## config.mk

```make
export PLATFORM = sky130hd
export DESIGN_NAME = seg_scan_decoder_flat
export DESIGN_NICKNAME = d
export VERILOG_FILES = /design/src/rtl/seg_scan_decoder_pkg.sv /design/src/rtl/seg_scan_decoder_if.sv /design/src/rtl/seg7_glyph_decode.sv /design/src/rtl/seg_scan_decoder.sv /design/src/flat_wrapper.sv
export SDC_FILE = /design/constraint.sdc
export NUM_CORES = 1
export LEC_CHECK = 0
export ABC_CLOCK_PERIOD_IN_PS = 3240
export BUFFER_PORTS_ARGS = -buffer_cell sky130_fd_sc_hd__buf_2
export CAP_MARGIN = 20
export CORE_UTILIZATION = 50
export CTS_CLUSTER_SIZE = 14
export DETAILED_ROUTE_END_ITERATION = 12
export PLACE_DENSITY = 0.72
export SYNTH_ARGS = -nofsm -noshare
export SYNTH_HDL_FRONTEND = slang
export SYNTH_SLANG_ARGS = --single-unit
```

## constraint.sdc

```tcl
create_clock -name clk_50m -period 3.24 [get_ports clk_50m]
set_input_delay 0.648 -clock clk_50m [delete_from_list [all_inputs] [get_ports clk_50m]]
set_output_delay 0.648 -clock clk_50m [all_outputs]
set_load 0.03 [all_outputs]
```

## src/rtl/seg_scan_decoder_pkg.sv

```systemverilog
// Shared constants for the 7-segment scan monitor: glyph codes, blank digit and slot indices.
package traffic_pkg;

    localparam logic [6:0] GLYPH_0     = 7'h3F;
    localparam logic [6:0] GLYPH_1     = 7'h06;
    localparam logic [6:0] GLYPH_2     = 7'h5B;
    localparam logic [6:0] GLYPH_3     = 7'h4F;
    localparam logic [6:0] GLYPH_4     = 7'h66;
    localparam logic [6:0] GLYPH_5     = 7'h6D;
    localparam logic [6:0] GLYPH_6     = 7'h7D;
    localparam logic [6:0] GLYPH_7     = 7'h07;
    localparam logic [6:0] GLYPH_8     = 7'h7F;
    localparam logic [6:0] GLYPH_9     = 7'h6F;
    localparam logic [6:0] GLYPH_BLANK = 7'h00;

    localparam logic [3:0] DIGIT_BLANK = 4'hF;

    localparam int unsigned ONES = 0;
    localparam int unsigned TENS = 1;

    // Blank digits contribute zero to the rebuilt count.
    function automatic logic [6:0] digit_value(input logic [3:0] d);
        return (d == DIGIT_BLANK) ? 7'd0 : {3'd0, d};
    endfunction

endpackage

```

## src/rtl/seg_scan_decoder_if.sv

```systemverilog
// Observed display/light bus plus the decoded monitor results.
interface seg_scan_decoder_if;

    logic [1:0] seg_sel;
    logic [6:0] seg_led;
    logic [5:0] light1;
    logic [3:0] digit_ones;
    logic [3:0] digit_tens;
    logic [6:0] count_bin;
    logic       count_upd;
    logic       seg_err;
    logic [7:0] err_cnt;
    logic [5:0] light_stable;
    logic       light_chg;
    logic       scan_lost;

    modport master (
        output seg_sel, seg_led, light1,
        input  digit_ones, digit_tens, count_bin, count_upd, seg_err, err_cnt,
        input  light_stable, light_chg, scan_lost
    );

    modport slave (
        input  seg_sel, seg_led, light1,
        output digit_ones, digit_tens, count_bin, count_upd, seg_err, err_cnt,
        output light_stable, light_chg, scan_lost
    );

endinterface

```

## src/rtl/seg7_glyph_decode.sv

```systemverilog
// Active-high gfedcba glyph to BCD; blank maps to DIGIT_BLANK, anything unknown is illegal.
module seg7_glyph_decode
    import traffic_pkg::*;
(
    input  logic [6:0] glyph_i,
    output logic       illegal_o,
    output logic [3:0] bcd_o
);

    always_comb begin
        illegal_o = 1'b0;
        bcd_o     = DIGIT_BLANK;
        case (glyph_i)
            GLYPH_0:     bcd_o = 4'd0;
            GLYPH_1:     bcd_o = 4'd1;
            GLYPH_2:     bcd_o = 4'd2;
            GLYPH_3:     bcd_o = 4'd3;
            GLYPH_4:     bcd_o = 4'd4;
            GLYPH_5:     bcd_o = 4'd5;
            GLYPH_6:     bcd_o = 4'd6;
            GLYPH_7:     bcd_o = 4'd7;
            GLYPH_8:     bcd_o = 4'd8;
            GLYPH_9:     bcd_o = 4'd9;
            GLYPH_BLANK: bcd_o = DIGIT_BLANK;
            default:     illegal_o = 1'b1;
        endcase
    end

endmodule

```

## src/rtl/seg_scan_decoder.sv

```systemverilog
// Monitors a multiplexed 2-digit 7-seg bus and light outputs: rebuilds the count, flags bad
// glyphs and scan loss, and debounces the lights.
module seg_scan_decoder
    import traffic_pkg::*;
#(
    parameter int unsigned STABLE_CYC  = 4,
    parameter int unsigned TIMEOUT_CYC = 100000,
    parameter bit          SEG_ACT_LOW = 1'b1,
    parameter bit          SEL_ACT_LOW = 1'b1
) (
    input  logic               clk_50m,
    input  logic               rst,
    seg_scan_decoder_if.slave  bus
);

    localparam int unsigned StabW = $clog2(STABLE_CYC + 1);
    localparam int unsigned WdW   = $clog2(TIMEOUT_CYC + 1);
    localparam logic [StabW-1:0] StabMax = StabW'(STABLE_CYC);
    localparam logic [StabW-1:0] StabCap = StabW'(STABLE_CYC - 1);
    localparam logic [WdW-1:0]   WdMax   = WdW'(TIMEOUT_CYC);

    logic [1:0]       sel_q;
    logic [6:0]       led_q;
    logic [5:0]       light_q;
    logic [StabW-1:0] stab_q, stab_d, lstab_q, lstab_d;
    logic [3:0]       digit_ones_q, digit_ones_d, digit_tens_q, digit_tens_d;
    logic             flag_ones_q, flag_ones_d, flag_tens_q, flag_tens_d;
    logic             frame_q, frame_d, first_q, first_d;
    logic [6:0]       count_bin_q, count_bin_d;
    logic             count_upd_q, count_upd_d, seg_err_q, seg_err_d;
    logic [7:0]       err_cnt_q, err_cnt_d;
    logic [WdW-1:0]   wd_q, wd_d;
    logic             scan_lost_q, scan_lost_d;
    logic [5:0]       light_stable_q, light_stable_d;
    logic             light_chg_q, light_chg_d;

    logic       seg_chg, light_in_chg, capture, lcapture;
    logic [1:0] sel_n;
    logic [6:0] led_n, frame_val;
    logic       illegal;
    logic [3:0] bcd;

    // Change is judged against the incoming pins so the counter restarts on the same edge the
    // registered copy takes the new value.
    assign seg_chg      = {bus.seg_sel, bus.seg_led} != {sel_q, led_q};
    assign light_in_chg = bus.light1 != light_q;
    assign sel_n        = SEL_ACT_LOW ? ~sel_q : sel_q;
    assign led_n        = SEG_ACT_LOW ? ~led_q : led_q;
    assign capture      = !seg_chg && (stab_q == StabCap) && (sel_n[0] ^ sel_n[1]);
    assign lcapture     = !light_in_chg && (lstab_q == StabCap);
    assign frame_val    = digit_value(digit_tens_q) * 7'd10 + digit_value(digit_ones_q);

    seg7_glyph_decode u_decode (
        .glyph_i   (led_n),
        .illegal_o (illegal),
        .bcd_o     (bcd)
    );

    always_comb begin
        stab_d         = seg_chg ? '0 : ((stab_q == StabMax) ? StabMax : stab_q + StabW'(1));
        lstab_d        = light_in_chg ? '0 : ((lstab_q == StabMax) ? StabMax : lstab_q + StabW'(1));
        digit_ones_d   = digit_ones_q;
        digit_tens_d   = digit_tens_q;
        flag_ones_d    = flag_ones_q;
        flag_tens_d    = flag_tens_q;
        frame_d        = 1'b0;
        first_d        = first_q;
        count_bin_d    = count_bin_q;
        count_upd_d    = 1'b0;
        seg_err_d      = capture && illegal;
        err_cnt_d      = err_cnt_q;
        light_stable_d = light_stable_q;
        light_chg_d    = 1'b0;

        if (capture && !illegal) begin
            if (sel_n[TENS]) begin
                digit_tens_d = bcd;
                flag_tens_d  = 1'b1;
            end else begin
                digit_ones_d = bcd;
                flag_ones_d  = 1'b1;
            end
            if (flag_ones_d && flag_tens_d) begin
                flag_ones_d = 1'b0;
                flag_tens_d = 1'b0;
                frame_d     = 1'b1;
            end
        end
        if (capture && illegal && (err_cnt_q != 8'hFF)) err_cnt_d = err_cnt_q + 8'd1;

        wd_d = capture ? '0 : ((wd_q == WdMax) ? WdMax : wd_q + WdW'(1));
        scan_lost_d = !capture && (wd_d == WdMax);
        if (scan_lost_d && !scan_lost_q) begin
            flag_ones_d = 1'b0;
            flag_tens_d = 1'b0;
        end

        if (frame_q) begin
            count_bin_d = frame_val;
            count_upd_d = first_q || (frame_val != count_bin_q);
            first_d     = 1'b0;
        end

        if (lcapture && (light_q != light_stable_q)) begin
            light_stable_d = light_q;
            light_chg_d    = 1'b1;
        end
    end

    always_ff @(posedge clk_50m or posedge rst) begin
        if (rst) begin
            sel_q          <= '0;
            led_q          <= '0;
            light_q        <= '0;
            stab_q         <= '0;
            lstab_q        <= '0;
            digit_ones_q   <= DIGIT_BLANK;
            digit_tens_q   <= DIGIT_BLANK;
            flag_ones_q    <= 1'b0;
            flag_tens_q    <= 1'b0;
            frame_q        <= 1'b0;
            first_q        <= 1'b1;
            count_bin_q    <= '0;
            count_upd_q    <= 1'b0;
            seg_err_q      <= 1'b0;
            err_cnt_q      <= '0;
            wd_q           <= '0;
            scan_lost_q    <= 1'b0;
            light_stable_q <= '0;
            light_chg_q    <= 1'b0;
        end else begin
            sel_q          <= bus.seg_sel;
            led_q          <= bus.seg_led;
            light_q        <= bus.light1;
            stab_q         <= stab_d;
            lstab_q        <= lstab_d;
            digit_ones_q   <= digit_ones_d;
            digit_tens_q   <= digit_tens_d;
            flag_ones_q    <= flag_ones_d;
            flag_tens_q    <= flag_tens_d;
            frame_q        <= frame_d;
            first_q        <= first_d;
            count_bin_q    <= count_bin_d;
            count_upd_q    <= count_upd_d;
            seg_err_q      <= seg_err_d;
            err_cnt_q      <= err_cnt_d;
            wd_q           <= wd_d;
            scan_lost_q    <= scan_lost_d;
            light_stable_q <= light_stable_d;
            light_chg_q    <= light_chg_d;
        end
    end

    assign bus.digit_ones   = digit_ones_q;
    assign bus.digit_tens   = digit_tens_q;
    assign bus.count_bin    = count_bin_q;
    assign bus.count_upd    = count_upd_q;
    assign bus.seg_err      = seg_err_q;
    assign bus.err_cnt      = err_cnt_q;
    assign bus.light_stable = light_stable_q;
    assign bus.light_chg    = light_chg_q;
    assign bus.scan_lost    = scan_lost_q;

endmodule

```

## src/flat_wrapper.sv

```systemverilog
// flat-port wrapper written by rule: the top's interface ports become plain ports
module seg_scan_decoder_flat import traffic_pkg::*;
#(
    parameter int unsigned STABLE_CYC  = 4,
    parameter int unsigned TIMEOUT_CYC = 100000,
    parameter bit          SEG_ACT_LOW = 1'b1,
    parameter bit          SEL_ACT_LOW = 1'b1
)
  (clk_50m, rst, bus_seg_sel, bus_seg_led, bus_light1, bus_digit_ones, bus_digit_tens, bus_count_bin, bus_count_upd, bus_seg_err, bus_err_cnt, bus_light_stable, bus_light_chg, bus_scan_lost);
  seg_scan_decoder_if bus_i ();
  input  logic clk_50m;
  input  logic rst;
  input wire logic [$bits(bus_i.seg_sel)-1:0] bus_seg_sel;
  input wire logic [$bits(bus_i.seg_led)-1:0] bus_seg_led;
  input wire logic [$bits(bus_i.light1)-1:0] bus_light1;
  output wire logic [$bits(bus_i.digit_ones)-1:0] bus_digit_ones;
  output wire logic [$bits(bus_i.digit_tens)-1:0] bus_digit_tens;
  output wire logic [$bits(bus_i.count_bin)-1:0] bus_count_bin;
  output wire logic [$bits(bus_i.count_upd)-1:0] bus_count_upd;
  output wire logic [$bits(bus_i.seg_err)-1:0] bus_seg_err;
  output wire logic [$bits(bus_i.err_cnt)-1:0] bus_err_cnt;
  output wire logic [$bits(bus_i.light_stable)-1:0] bus_light_stable;
  output wire logic [$bits(bus_i.light_chg)-1:0] bus_light_chg;
  output wire logic [$bits(bus_i.scan_lost)-1:0] bus_scan_lost;
  assign bus_i.seg_sel = bus_seg_sel;
  assign bus_i.seg_led = bus_seg_led;
  assign bus_i.light1 = bus_light1;
  assign bus_digit_ones = bus_i.digit_ones;
  assign bus_digit_tens = bus_i.digit_tens;
  assign bus_count_bin = bus_i.count_bin;
  assign bus_count_upd = bus_i.count_upd;
  assign bus_seg_err = bus_i.seg_err;
  assign bus_err_cnt = bus_i.err_cnt;
  assign bus_light_stable = bus_i.light_stable;
  assign bus_light_chg = bus_i.light_chg;
  assign bus_scan_lost = bus_i.scan_lost;
  seg_scan_decoder #(.STABLE_CYC(STABLE_CYC), .TIMEOUT_CYC(TIMEOUT_CYC), .SEG_ACT_LOW(SEG_ACT_LOW), .SEL_ACT_LOW(SEL_ACT_LOW)) u_core (.clk_50m(clk_50m), .rst(rst), .bus(bus_i));
endmodule
```

==> results.toml <==
[setup_path]
r2r-end = "u_core.bus.count_upd"
endpoint_kind = "flop"
cp.arrival_ns = 2.88
r2r-start = "u_core.bus.digit_tens[3]"
rr_worst_depth = 10
required_ns = 3.46
r2r_slack_ns = 0.58
worstSetupPathType = "flop to flop"
cp-start-kind = "flop"
crit_fanout = 6

[routing]
drc = 0
vias = 2898
avgViaCountPerCell = 5.39
first_pass_iters = 5
wl_per_cell_um = 13.8
drt_wl_total_mm = 7.44
antenna_left = 0
drtIter0Drc = 117

[floorplanning]
die_y_um = 91.4
core_um2 = 7730
chipWidth_um = 91.4
row_count = 32
dieArea_um2 = 8350
start_util = 0.517
ioPinCount = 50

[grt]
grt_start_max_net_pins = 76
overflow = 0
grt_antenna_before_repair = 0
grt_util_met2 = 0.330
track_usage = 0.199
grt_pass1_vias = 2891
grt_pass1_wl_mm = 13.1
grt_busiest_layer = "met2"
grt_use_met1 = 0.257
met3_usage = 0.0352

[clock_tree]
clkTransAtPathRegs_ns = 0.08
clock-root-buffer = "clkbuf_8"
ctsResizeCount = 0
post_cts_buffers = 0
htreeDepth = 3
clockBufferDepth = 2
clock_latency_ns = 0.34
cts.sinks = 75
cts_buffers = 9
ctsHoldBuffers = 0
cts_tree = "done"

[power_and_ir_drop]
finalPower_mw = 2.12
irDropWorstVdd_mv = 0.221
leakage_nw = 2.15
p_per_area_nw_per_um2 = 464

[yosys]
ys_seq_area_frac = 0.473
yosysWarningCount = 0
syn_inst = 384
yosysMostFrequentCell = "dfrtp_1"
syn_area_um2 = 3990
yosysTopAreaCell = "dfrtp_1"
synth_commonest_cells = "dfrtp_1, xnor2_1, nor2_1"
synth_top_area_share = 0.414
ys_ff_latch = 75
synth-async-reset-ratio = 1.00
syn-num-nets = 418
ys_types = 50
ys_top_cells_by_area = "dfrtp_1, xnor2_1, dfstp_2"
synth_area_per_cell_um2 = 10.4
synth-main-ff-cell = "dfrtp_1"
synth_edf_count = 0

[timing]
final.period_utilization = 0.822
final_max_slew_viol_count = 0
whs_ns = 0.381
timing.fmax_mhz = 375
final_hold_viol_count = 0
finalCriticalPeriod_ns = 2.66
setup_viol = 0
rsz0062_at_grt = "false"
finalClockSkew_ns = 0.00826
fin_setup_tns_ns = 0
worst_pin_slew_ns = 1.02
slew_headroom = 0.308

[finish]
areaGrowthSynthToFinish_pct = 14.5
drive_gt1_frac = 0.236
nNetsFinal = 465
insertedDiodeCount = 0
num-fill-cells = 664

[placed_design]
port_buffers = 49
dp_hpwl_mm = 5.42
gp_congestion = 0.909

[run]
cap_violations = 0

[worst_hold_path]
hold_path.class = "primary input to async pin"

[status]
outcome = "complete, no violations"
## how the worst max path moves through the flow
stage                             start              endpoint  slack, ns
5_1_grt        u_core.bus.digit_tens[3]  u_core.bus.count_upd       0.41
3_5_place_dp   u_core.bus.digit_tens[3]  u_core.bus.count_upd       0.57
6_report       u_core.bus.digit_tens[3]  u_core.bus.count_upd       0.58
4_1_cts        u_core.bus.digit_tens[3]  u_core.bus.count_upd       0.56
3_3_place_gp   u_core.bus.digit_tens[3]  u_core.bus.count_upd       0.66
2_1_floorplan  u_core.bus.digit_tens[3]  u_core.bus.count_upd       0.59
## critical path: stages (launching register included)
cell and delay (ns):
dfstp_2 0.58, nand3_1 0.08, and2_1 0.19, ha_1 0.30
ha_1 0.19, inv_1 0.06, fa_1 0.44, nor3b_1 0.26
xnor2_1 0.19, xor2_1 0.16, a21boi_0 0.09
## sequential cells by signal (all words and copies together), names as in the netlist, 2 cells and up
signal,count
u_core.bus.err_cnt,8
u_core.sel_q,2
u_core.wd_q,17
u_core.light_q,6
u_core.lstab_q,3
u_core.bus.digit_tens,4
u_core.stab_q,3
u_core.bus.count_bin,7
u_core.bus.digit_ones,4
u_core.led_q,7
u_core.bus.light_stable,6
## kinds of logic (layout without fill, tap and decap cells)
logic type / Yosys count / count (layout) / synth area share
AO/OA/AOI/OAI: 38 / 38 / 0.0652
XOR/XNOR: 58 / 58 / 0.127
adder cells (fa/ha/maj): 17 / 17 / 0.0570
buffers and inverters: 43 / 95 / 0.0435
flip-flops: 75 / 75 / 0.473
multiplexers: 21 / 21 / 0.0598
AND/OR/NAND/NOR: 132 / 132 / 0.175
## per-stage QoR
step                instances  utilization  area, µm²  setup slack (ns)
floorplan                 384            -       3990             0.591
global placement          522        0.560       4330             0.656
detailed placement        522        0.560       4330             0.566
CTS                       538        0.592       4570             0.559
global route              538        0.592       4570             0.409
finish                    538        0.592       4570             0.576
## power by group
| group | switching (mW) | leakage [nW] | total, mW | internal (mW) |
|---|---|---|---|---|
| Combinational | 0.103 | 1.05 | 0.188 | 0.0849 |
| Clock | 0.357 | 0.126 | 0.877 | 0.519 |
| Sequential | 0.0738 | 0.969 | 1.06 | 0.983 |
## cell usage in the layout (no fill, tap or decap), types with 3 or more instances in the layout
| cell type | synthesis | final |
|---|---|---|
| a21boi_0 | 3 | 3 |
| nor4_1 | 8 | 8 |
| nor3_1 | 11 | 11 |
| and3_1 | 5 | 5 |
| nor4b_1 | 3 | 3 |
| ha_1 | 15 | 15 |
| nand2_1 | 16 | 16 |
| or3_1 | 3 | 3 |
| bufinv_16 | 0 | 3 |
| nor2_1 | 35 | 35 |
| nand4_1 | 10 | 10 |
| inv_1 | 28 | 27 |
| xnor2_1 | 38 | 38 |
| dfstp_2 | 9 | 9 |
| a31oi_1 | 5 | 5 |
| dfrtp_1 | 66 | 66 |
| clkbuf_8 | 0 | 9 |
| o21ai_0 | 8 | 8 |
| and2_1 | 3 | 3 |
| a21oi_1 | 8 | 8 |
| xor2_1 | 20 | 20 |
| buf_2 | 4 | 49 |
| mux2_2 | 19 | 19 |
| nand3_1 | 22 | 22 |
## routing by layer
| metal | vias up | share of wire |
|---|---|---|
| met5 | - | 0 |
| met2 | 71 | 0.49 |
| li1 | 1418 | - |
| met4 | 0 | 0.016 |
| met1 | 1402 | 0.46 |
| met3 | 7 | 0.041 |
## final cells by class
class / instances / area (µm²) / share of cell area
Clock buffer: 9 / 124 / 0.0271
Multi-Input combinational cell: 266 / 1930 / 0.422
Inverter: 28 / 105 / 0.0230
Tap cell: 102 / 128 / 0.0279
Sequential cell: 75 / 1890 / 0.413
Clock inverter: 7 / 124 / 0.0271
Timing Repair Buffer: 51 / 273 / 0.0596
(Power assumes the default switching activity.)
